--- config.mk ---
export PLATFORM = sky130hd
export DESIGN_NAME = fast_to_slow_sender_flat
export DESIGN_NICKNAME = d
export VERILOG_FILES = /design/src/rtl/fast_to_slow_sender_if.sv /design/src/rtl/fast_to_slow_sender.sv /design/src/flat_wrapper.sv
export SDC_FILE = /design/constraint.sdc
export NUM_CORES = 1
export LEC_CHECK = 0
export ABC_CLOCK_PERIOD_IN_PS = 2850
export CELL_PAD_IN_SITES_DETAIL_PLACEMENT = 1
export CELL_PAD_IN_SITES_GLOBAL_PLACEMENT = 2
export CORE_MARGIN = 3
export CORE_UTILIZATION = 28
export DETAILED_ROUTE_END_ITERATION = 8
export PLACE_DENSITY_LB_ADDON = 0.1
export SLEW_MARGIN = 10
export SYNTH_ARGS = -nofsm -noshare
export SYNTH_HDL_FRONTEND = slang
export SYNTH_SLANG_ARGS = --single-unit
--- constraint.sdc ---
create_clock -name clk -period 2.85 [get_ports clk]
set_input_delay 0.57 -clock clk [delete_from_list [all_inputs] [get_ports clk]]
set_output_delay 0.57 -clock clk [all_outputs]
set_load 0.01 [all_outputs]
--- src/rtl/fast_to_slow_sender_if.sv ---
// Bundle of the event, handshake and status signals of the fast-to-slow sender.
// Ports: pulse_in/ovf_clr (event side), ack_async/req (crossing pair),
//        busy/done/pending/overflow (status); PEND_W sizes the pending count.
interface fast_to_slow_sender_if #(
  parameter int PEND_W = 4
);
  logic              pulse_in;
  logic              ack_async;
  logic              ovf_clr;
  logic              req;
  logic              busy;
  logic              done;
  logic [PEND_W-1:0] pending;
  logic              overflow;

  // Source of events and responder side: drives inputs, observes outputs.
  modport master (
    output pulse_in, ack_async, ovf_clr,
    input  req, busy, done, pending, overflow
  );

  // The sender itself.
  modport slave (
    input  pulse_in, ack_async, ovf_clr,
    output req, busy, done, pending, overflow
  );
endinterface

--- src/rtl/fast_to_slow_sender.sv ---
// Purpose: fast-domain sender turning pulse_in strobes into a 4-phase req/ack
//          handshake; events arriving mid-handshake are held in a saturating count.
// Latency: pulse_in in IDLE gives req=1 one edge later; ack_async reaches the FSM
//          after SYNC_STAGES edges. Backpressure: none on pulse_in; events beyond
//          PEND_MAX queued are dropped and flagged in sticky overflow.
// Ports: clk, n_rst (sync, active-low), bus (slave modport of fast_to_slow_sender_if).
module fast_to_slow_sender #(
  parameter int SYNC_STAGES = 2,
  parameter int PEND_W      = 4
) (
  input  logic                 clk,
  input  logic                 n_rst,
  fast_to_slow_sender_if.slave bus
);

  localparam logic [PEND_W-1:0] PEND_MAX = '1;

  typedef enum logic [1:0] {
    IDLE     = 2'd0,
    REQ      = 2'd1,
    WAIT_LOW = 2'd2
  } state_t;

  state_t                 state_q, state_d;
  logic                   req_q, req_d;
  logic                   done_q, done_d;
  logic                   overflow_q, overflow_d;
  logic [PEND_W-1:0]      pending_q, pending_d;
  logic [SYNC_STAGES-1:0] ack_sync_q;

  logic                   ack_sync;
  logic                   avail;
  logic                   launch;
  logic                   ovf_set;
  logic [PEND_W:0]        pend_sum;

  // Synchronizer: bit 0 samples the asynchronous ack, the top bit feeds the FSM.
  always_ff @(posedge clk) begin
    if (!n_rst) begin
      ack_sync_q <= '0;
    end else begin
      ack_sync_q <= {ack_sync_q[SYNC_STAGES-2:0], bus.ack_async};
    end
  end

  assign ack_sync = ack_sync_q[SYNC_STAGES-1];
  assign avail    = (pending_q != '0) | bus.pulse_in;

  // Next-state, launch and done decode.
  always_comb begin
    state_d = state_q;
    launch  = 1'b0;
    done_d  = 1'b0;
    case (state_q)
      IDLE: begin
        // A still-high ack belongs to an abandoned handshake; wait it out.
        if (avail && !ack_sync) begin
          launch  = 1'b1;
          state_d = REQ;
        end
      end
      REQ: begin
        if (ack_sync) begin
          state_d = WAIT_LOW;
        end
      end
      WAIT_LOW: begin
        if (!ack_sync) begin
          done_d = 1'b1;
          // Chain straight into the next handshake when work is waiting.
          if (avail) begin
            launch  = 1'b1;
            state_d = REQ;
          end else begin
            state_d = IDLE;
          end
        end
      end
      default: begin
        state_d = IDLE;
      end
    endcase
  end

  // req is high exactly while a handshake is in its request phase.
  assign req_d = (state_d == REQ);

  // Pending update is computed one bit wider so the saturation case is explicit.
  // launch never fires with pending==0 and no pulse, so no underflow is possible.
  always_comb begin
    pend_sum   = {1'b0, pending_q}
               + {{PEND_W{1'b0}}, bus.pulse_in}
               - {{PEND_W{1'b0}}, launch};
    ovf_set    = bus.pulse_in && (pending_q == PEND_MAX) && !launch;
    pending_d  = ovf_set ? PEND_MAX : pend_sum[PEND_W-1:0];
    // A drop in the same cycle as a clear must still be reported.
    overflow_d = ovf_set | (overflow_q & ~bus.ovf_clr);
  end

  always_ff @(posedge clk) begin
    if (!n_rst) begin
      state_q    <= IDLE;
      req_q      <= 1'b0;
      done_q     <= 1'b0;
      pending_q  <= '0;
      overflow_q <= 1'b0;
    end else begin
      state_q    <= state_d;
      req_q      <= req_d;
      done_q     <= done_d;
      pending_q  <= pending_d;
      overflow_q <= overflow_d;
    end
  end

  assign bus.req      = req_q;
  assign bus.done     = done_q;
  assign bus.pending  = pending_q;
  assign bus.overflow = overflow_q;
  assign bus.busy     = (state_q != IDLE) || (pending_q != '0);

endmodule

--- src/flat_wrapper.sv ---
// flat-port wrapper written by rule: the top's interface ports become plain ports
module fast_to_slow_sender_flat 
#(
  parameter int SYNC_STAGES = 2,
  parameter int PEND_W      = 4
)
  (clk, n_rst, bus_pulse_in, bus_ack_async, bus_ovf_clr, bus_req, bus_busy, bus_done, bus_pending, bus_overflow);
  fast_to_slow_sender_if #(.PEND_W(PEND_W)) bus_i ();
  input  logic clk;
  input  logic n_rst;
  input wire logic [$bits(bus_i.pulse_in)-1:0] bus_pulse_in;
  input wire logic [$bits(bus_i.ack_async)-1:0] bus_ack_async;
  input wire logic [$bits(bus_i.ovf_clr)-1:0] bus_ovf_clr;
  output wire logic [$bits(bus_i.req)-1:0] bus_req;
  output wire logic [$bits(bus_i.busy)-1:0] bus_busy;
  output wire logic [$bits(bus_i.done)-1:0] bus_done;
  output wire logic [$bits(bus_i.pending)-1:0] bus_pending;
  output wire logic [$bits(bus_i.overflow)-1:0] bus_overflow;
  assign bus_i.pulse_in = bus_pulse_in;
  assign bus_i.ack_async = bus_ack_async;
  assign bus_i.ovf_clr = bus_ovf_clr;
  assign bus_req = bus_i.req;
  assign bus_busy = bus_i.busy;
  assign bus_done = bus_i.done;
  assign bus_pending = bus_i.pending;
  assign bus_overflow = bus_i.overflow;
  fast_to_slow_sender #(.SYNC_STAGES(SYNC_STAGES), .PEND_W(PEND_W)) u_core (.clk(clk), .n_rst(n_rst), .bus(bus_i));
endmodule
==> impl_metrics.sql, run 1 <==
INSERT INTO impl_metrics (metric_group, metric, value, unit) VALUES
('global_route', 'grtUsageMet3', '0.0544', ''),
('drt', 'post-route-drc-count', '0', ''),
('floorplanning', 'i_o_pin_total', '13', ''),
('pwr', 'power.switching', '0.219', 'mW'),
('synth', 'syn_area', '529', 'sq um'),
('drt', 'routed_wirelength', '1000', 'um'),
('cells_and_area', 'multi_input_comb_area', '274', 'sq um'),
('global_route', 'antenna_found_initial', '0', ''),
('drt', 'detailedRoute.firstIterationViolations', '1', ''),
('global_route', 'grt_util_met1', '0.132', ''),
('synth', 'yosys.cell_types.count', '22', ''),
('cts', 'cts_inserted_buffers', '3', ''),
('pwr', 'power_per_standard_cell_area', '904', 'nW/um^2'),
('timing', 'drv_slew', '0', ''),
('cells_and_area', 'layout_common_cells', 'sky130_fd_sc_hd__clkdlybuf4s50_1 (12), sky130_fd_sc_hd__dfxtp_1 (11), sky130_fd_sc_hd__inv_1 (8)', ''),
('setup_path', 'critPathSlowestCell', 'sky130_fd_sc_hd__clkdlybuf4s50_1', ''),
('timing', 'timing.final.hold_violations', '0', ''),
('global_route', 'grt_start_max_net_pins', '11', ''),
('synth', 'post_synth_inst_count', '53', ''),
('floorplanning', 'starting_density_of_the_core', '0.300', ''),
('timing', 'fmax', '387', 'MHz'),
('cts', 'tritoncts', 'done', ''),
('min_path', 'min-delay-start', 'u_core.ack_sync_q[0]$_SDFF_PN0_', ''),
('cts', 'clock_tree.htree_level_count', '1', ''),
('drt', 'postRouteAntennaNets', '0', ''),
('job', 'maxCapViolations', '0', ''),
('cts', 'cts_hold_repair.buffers', '0', ''),
('min_path', 'min_path_type', 'reg2reg', ''),
('pwr', 'p_comb_frac', '0.496', ''),
('setup_path', 'worst_setup_path_end_kind', 'output pin', ''),
('timing', 'min_period_over_period', '0.906', ''),
('floorplanning', 'dieArea', '2450', 'sq um'),
('cells_and_area', 'n_antenna_cell', '0', ''),
('global_route', 'grt_busiest_layer', 'met2', ''),
('pwr', 'p_int', '0.416', 'mW'),
('setup_path', 'timing.critical_path.from', 'u_core.bus.pending[2]$_SDFF_PN0_', ''),
('timing', 'setup_violations', '0', ''),
('cells_and_area', 'areaGrowthSynthToFinish', '32.6', '%'),
('synth', 'post_synth.cell_area_avg', '9.99', 'sq um'),
('timing', 'setup_tns', '0', 'ns'),
('floorplanning', 'floorplan.core_area', '1760', 'sq um'),
('setup_path', 'cp_slowest_stage_delay', '0.49', 'ns'),
('pwr', 'leakagePower', '0.297', 'nW'),
('cts', 'root_buffer', 'sky130_fd_sc_hd__clkbuf_4', ''),
('timing', 'clock-skew-final', '0.00357', 'ns'),
('cts', 'postCtsSetupRepairBufs', '0', ''),
('cts', 'clkLatencyLatePin', '0.27', 'ns'),
('status', 'outcome', 'finished clean', ''),
('timing', 'worst_slew_margin_rel', '0.778', ''),
('drt', 'dr_vias', '416', ''),
('timing', 'period_minus_slack', '2.58', 'ns'),
('cts', 'cts-root-to-sink-buffers', '2', ''),
('cells_and_area', 'num-fill-cells', '214', ''),
('synth', 'synth.yosys.warnings', '0', ''),
('pwr', 'power.ir.vdd_worst', '0.407', 'mV'),
('timing', 'grt_setup_unrepaired', 'false', ''),
('placement', 'routability_cong', '0.769', ''),
('cts', 'clock_sinks', '11', ''),
('global_route', 'first_global_vias', '399', ''),
('pwr', 'swShare', '0.345', ''),
('synth', 'sequential_area_share_after_synthesis', '0.416', ''),
('drt', 'detail_route.wl_per_cell', '10.8', 'um'),
('synth', 'synth_nets', '65', ''),
('setup_path', 'setup_crit_start_kind', 'flop', ''),
('global_route', 'met2_usage', '0.134', ''),
('cts', 'clock_transition_at_path_regs', '0.06', 'ns'),
('placement', 'number_of_cells_in_the_design_after_placement', '89', ''),
('timing', 'worst_pin_slew', '0.325', 'ns'),
('floorplanning', 'die-height', '49.5', 'um'),
('global_route', 'global_route_total_usage_across_every_layer', '0.0964', ''),
('cells_and_area', 'fin_cells', '93', '');
power by group through the flow:
stage	sequential, mW	combinational [mW]	clock, mW
6_report	0.214	0.314	0.106
5_1_grt	0.220	0.365	0.122
4_1_cts	0.215	0.320	0.112
3_5_place_dp	0.219	0.316	0
3_3_place_gp	0.220	0.316	0
2_1_floorplan	0.225	0.198	0
area by class of cell:
| type | count | share of cell area |
|---|---|---|
| Clock buffer | 4 | 0.0374 |
| Inverter | 8 | 0.0428 |
| Multi-Input combinational cell | 33 | 0.390 |
| Sequential cell | 11 | 0.314 |
| Tap cell | 25 | 0.0446 |
| Timing Repair Buffer | 12 | 0.171 |
layer usage:
| metal | wire length, um | vias up | part of all wire |
|---|---|---|---|
| met5 | 0 | - | 0 |
| met3 | 65 | 0 | 0.065 |
| met2 | 441 | 13 | 0.44 |
| li1 | - | 214 | - |
| met4 | 0 | 0 | 0 |
| met1 | 495 | 189 | 0.49 |
cell usage after synthesis, drive strengths merged:
master	count	area share
fa	1	0.038
or3b	1	0.017
xor2	1	0.017
nor3b	1	0.014
dfxtp	11	0.42
o31a	1	0.017
o21ba	1	0.019
and2	3	0.035
nand4	1	0.012
inv	8	0.057
a2111oi	2	0.033
o21ai	1	0.0094
buf	1	0.0094
nor2b	1	0.012
xnor2	1	0.017
a211oi	1	0.014
and3	2	0.024
nor2	3	0.021
or3	1	0.012
ha	6	0.14
o21a	4	0.057
nor3	1	0.0094
registers in the layout (all words and copies together) (netlist names):
signal               flops
u_core.ack_sync_q        2
u_core.state_q           2
u_core.bus.req           1
u_core.bus.done          1
u_core.bus.overflow      1
u_core.bus.pending       4
per-stage QoR:
step | setup WS [ns] | util | hold WS [ns] | area [sq um]
floorplan | 0.507 | - | 0.412 | 529
global placement | 0.266 | 0.383 | 0.413 | 676
detailed placement | 0.227 | 0.383 | 0.425 | 676
CTS | 0.239 | 0.398 | 0.442 | 702
global route | 0.120 | 0.398 | 0.461 | 702
finish | 0.268 | 0.398 | 0.436 | 702
kinds of logic (layout without fill, tap and decap cells):
family / count (synthesis) / in the layout / synth area share
simple gates: 14 / 14 / 0.156
fa+ha+maj: 7 / 7 / 0.180
buf+inv: 9 / 24 / 0.0662
xor+xnor: 2 / 2 / 0.0331
compound gates: 10 / 10 / 0.149
flops: 11 / 11 / 0.416
critical path, delay by kind of cell (launching register included):
family        cells  cell delay [ns]
fa+ha+maj         1             0.13
flops             1             0.33
simple gates      2             0.72
buf+inv           2             0.57
final timing paths:
kind | cells past startpoint | slack, ns | end
max | 5 | 0.27 | bus_busy
min | 1 | 0.44 | u_core.ack_sync_q[1]$_SDFF_PN0_
max reg2reg | 11 | 0.38 | u_core.bus.pending[1]$_SDFF_PN0_
min reg2reg | 1 | 0.44 | u_core.ack_sync_q[1]$_SDFF_PN0_
No activity file was read; power rests on OpenSTA's default activity.
==> inputs of run 2 (changes only) <==
--- a/config.mk
+++ b/config.mk
@@ -8,6 +8,7 @@
 export ABC_CLOCK_PERIOD_IN_PS = 2850
 export CELL_PAD_IN_SITES_DETAIL_PLACEMENT = 1
 export CELL_PAD_IN_SITES_GLOBAL_PLACEMENT = 2
+export CORE_ASPECT_RATIO = 0.9
 export CORE_MARGIN = 3
 export CORE_UTILIZATION = 28
 export DETAILED_ROUTE_END_ITERATION = 8
==> impl_metrics.sql, run 2 (same netlist as run 1, synthesis figures left out) <==
INSERT INTO impl_metrics (metric_group, metric, value, unit) VALUES
('drt', 'detailedRoute.firstIterationViolations', '4', ''),
('cts', 'cts_inserted_buffers', '3', ''),
('global_route', 'antenna_found_initial', '0', ''),
('drt', 'post-route-drc-count', '0', ''),
('setup_path', 'criticalPathCategory', 'reg2out', ''),
('global_route', 'global_route_total_usage_across_every_layer', '0.104', ''),
('cts', 'clkLatencyLatePin', '0.27', 'ns'),
('drt', 'routed-wl-met2', '465', 'um'),
('placement', 'placement.io_buffers', '12', ''),
('cells_and_area', 'n_antenna_cell', '0', ''),
('cells_and_area', 'num-fill-cells', '199', ''),
('setup_path', 'worst_setup_path_end_kind', 'output pin', ''),
('cts', 'cts_repair_resize_count', '0', ''),
('setup_path', 'cp_max_fo', '3', ''),
('cells_and_area', 'layout_common_cells', 'sky130_fd_sc_hd__clkdlybuf4s50_1 (12), sky130_fd_sc_hd__dfxtp_1 (11), sky130_fd_sc_hd__inv_1 (8)', ''),
('global_route', 'grt_remaining_overflow', '0', ''),
('cells_and_area', 'utilization', '0.405', ''),
('setup_path', 'r2r_setup_slack', '0.38', 'ns'),
('cells_and_area', 'layout_commonest_cell', 'sky130_fd_sc_hd__clkdlybuf4s50_1', ''),
('job', 'maxCapViolations', '0', ''),
('floorplanning', 'starting_density_of_the_core', '0.305', ''),
('setup_path', 'timing.critical_path.from', 'u_core.bus.pending[2]$_SDFF_PN0_', ''),
('timing', 'worst_pin_slew', '0.334', 'ns'),
('cts', 'clock_sinks', '11', ''),
('setup_path', 'timing.critical_path.cells', 'inv_1, ha_1, or3b_1, or3_1, clkdlybuf4s50_1', ''),
('setup_path', 'worst-endpoint-arrival', '2.02', 'ns'),
('floorplanning', 'dieArea', '2450', 'sq um'),
('timing', 'clock-skew-final', '0.00136', 'ns'),
('setup_path', 'critPathSlowestCell', 'sky130_fd_sc_hd__clkdlybuf4s50_1', ''),
('drt', 'detail_route.wl_per_cell', '11.5', 'um'),
('drt', 'routed-wl-met3', '60', 'um'),
('setup_path', 'critical_path.reg2reg.startpoint', 'u_core.bus.pending[2]$_SDFF_PN0_', ''),
('min_path', 'min-delay-start', 'u_core.ack_sync_q[0]$_SDFF_PN0_', ''),
('global_route', 'grt_start_max_net_pins', '11', ''),
('drt', 'drtPass1Iterations', '2', ''),
('placement', 'routability_cong', '0.713', ''),
('drt', 'dr_vias', '409', ''),
('cts', 'clock_transition_at_path_regs', '0.07', 'ns'),
('cts', 'root_buffer', 'sky130_fd_sc_hd__clkbuf_4', ''),
('timing', 'timing.final.hold_violations', '0', ''),
('pwr', 'leakagePower', '0.299', 'nW'),
('pwr', 'power_per_standard_cell_area', '912', 'nW/um^2'),
('drt', 'top_layer_used', 'met3', ''),
('timing', 'worst_slew_margin_rel', '0.772', ''),
('drt', 'met1Wirelength', '532', 'um'),
('global_route', 'global_route_wire_length_before_repair', '1760', 'um'),
('timing', 'fmax', '385', 'MHz'),
('timing', 'finalHoldWorstSlack', '0.438', 'ns'),
('timing', 'period_minus_slack', '2.59', 'ns'),
('cells_and_area', 'largest_register_ff_count', '4', ''),
('timing', 'grt_setup_unrepaired', 'false', ''),
('cts', 'cts_hold_repair.buffers', '0', ''),
('floorplanning', 'floorplan.core_area', '1730', 'sq um'),
('setup_path', 'worstPathRequired', '2.28', 'ns'),
('floorplanning', 'i_o_pin_total', '13', ''),
('placement', 'number_of_cells_in_the_design_after_placement', '88', ''),
('pwr', 'power.ir.vdd_worst', '0.463', 'mV'),
('floorplanning', 'row_count', '14', ''),
('timing', 'setup_tns', '0', 'ns'),
('floorplanning', 'die_width', '51.8', 'um'),
('cts', 'cts-root-to-sink-buffers', '2', ''),
('setup_path', 'cp_num_buf_inv', '2', ''),
('cells_and_area', 'areaGrowthSynthToFinish', '32.6', '%'),
('min_path', 'min_path_type', 'reg2reg', ''),
('cells_and_area', 'nets_final', '81', ''),
('cells_and_area', 'fin_cells', '92', ''),
('setup_path', 'cp_slowest_stage_delay', '0.48', 'ns'),
('drt', 'route.detailed.vias_per_inst', '4.45', ''),
('drt', 'postRouteAntennaNets', '0', ''),
('cells_and_area', 'post_route_cells_drive_above_1_share', '0.0735', ''),
('timing', 'setup_violations', '0', ''),
('cells_and_area', 'area.sequential', '220', 'sq um'),
('cells_and_area', 'multi_input_comb_area', '274', 'sq um'),
('placement', 'place_hpwl', '780', 'um'),
('status', 'outcome', 'finished clean', ''),
('setup_path', 'setup_crit_start_kind', 'flop', ''),
('cts', 'postCtsSetupRepairBufs', '0', ''),
('cts', 'tritoncts', 'done', ''),
('drt', 'routed_wirelength', '1060', 'um'),
('cts', 'clock_tree.htree_level_count', '1', ''),
('floorplanning', 'die-height', '47.2', 'um'),
('timing', 'min_period_over_period', '0.910', ''),
('setup_path', 'worst_path_dominant_cell_family', 'simple AND/OR/NAND/NOR gates', ''),
('global_route', 'first_global_vias', '406', ''),
('timing', 'drv_slew', '0', '');
-- run 2: final timing paths --
check / end / cells past startpoint
min reg2reg: u_core.ack_sync_q[1]$_SDFF_PN0_ / 1
max: bus_busy / 5
max reg2reg: u_core.bus.pending[1]$_SDFF_PN0_ / 11
min: u_core.ack_sync_q[1]$_SDFF_PN0_ / 1
-- run 2: power breakdown --
| group | total, mW | leakage [nW] | switching, mW | internal, mW |
|---|---|---|---|---|
| clock | 0.108 | 0.0177 | 0.0560 | 0.0519 |
| combinational | 0.317 | 0.191 | 0.139 | 0.177 |
| sequential | 0.215 | 0.0909 | 0.0308 | 0.185 |
-- run 2: per-layer routing --
| metal | vias to the layer above | GRT usage |
|---|---|---|
| met1 | 186 | 0.125 |
| li1 | 211 | - |
| met4 | 0 | 0.0314 |
| met2 | 12 | 0.158 |
| met3 | 0 | 0.0603 |
| met5 | - | 0 |
-- run 2: layout make-up --
class | instances | share of cell area
clock inverter | 1 | 0.00713
inverter | 8 | 0.0428
clock buffer | 3 | 0.0321
tap | 24 | 0.0428
multi-input combinational | 33 | 0.390
sequential | 11 | 0.314
timing repair buffer | 12 | 0.171
-- run 2: stage by stage --
step	power [mW]	area [sq um]	worst slack, ns
after detailed placement	0.544	674	0.249
after global routing	0.706	702	0.192
after global placement	0.544	674	0.272
final	0.640	702	0.255
after CTS	0.657	702	0.233
after floorplan	0.423	529	0.507
==> inputs of run 3 (changes only) <==
--- a/config.mk
+++ b/config.mk
@@ -13,7 +13,7 @@
 export CORE_UTILIZATION = 28
 export DETAILED_ROUTE_END_ITERATION = 8
 export PLACE_DENSITY_LB_ADDON = 0.1
-export SLEW_MARGIN = 10
+export SLEW_MARGIN = 15
 export SYNTH_ARGS = -nofsm -noshare
 export SYNTH_HDL_FRONTEND = slang
 export SYNTH_SLANG_ARGS = --single-unit
==> results of run 3 <==
Same layout as run 2: the final DEF is identical, and so are final timing and power.
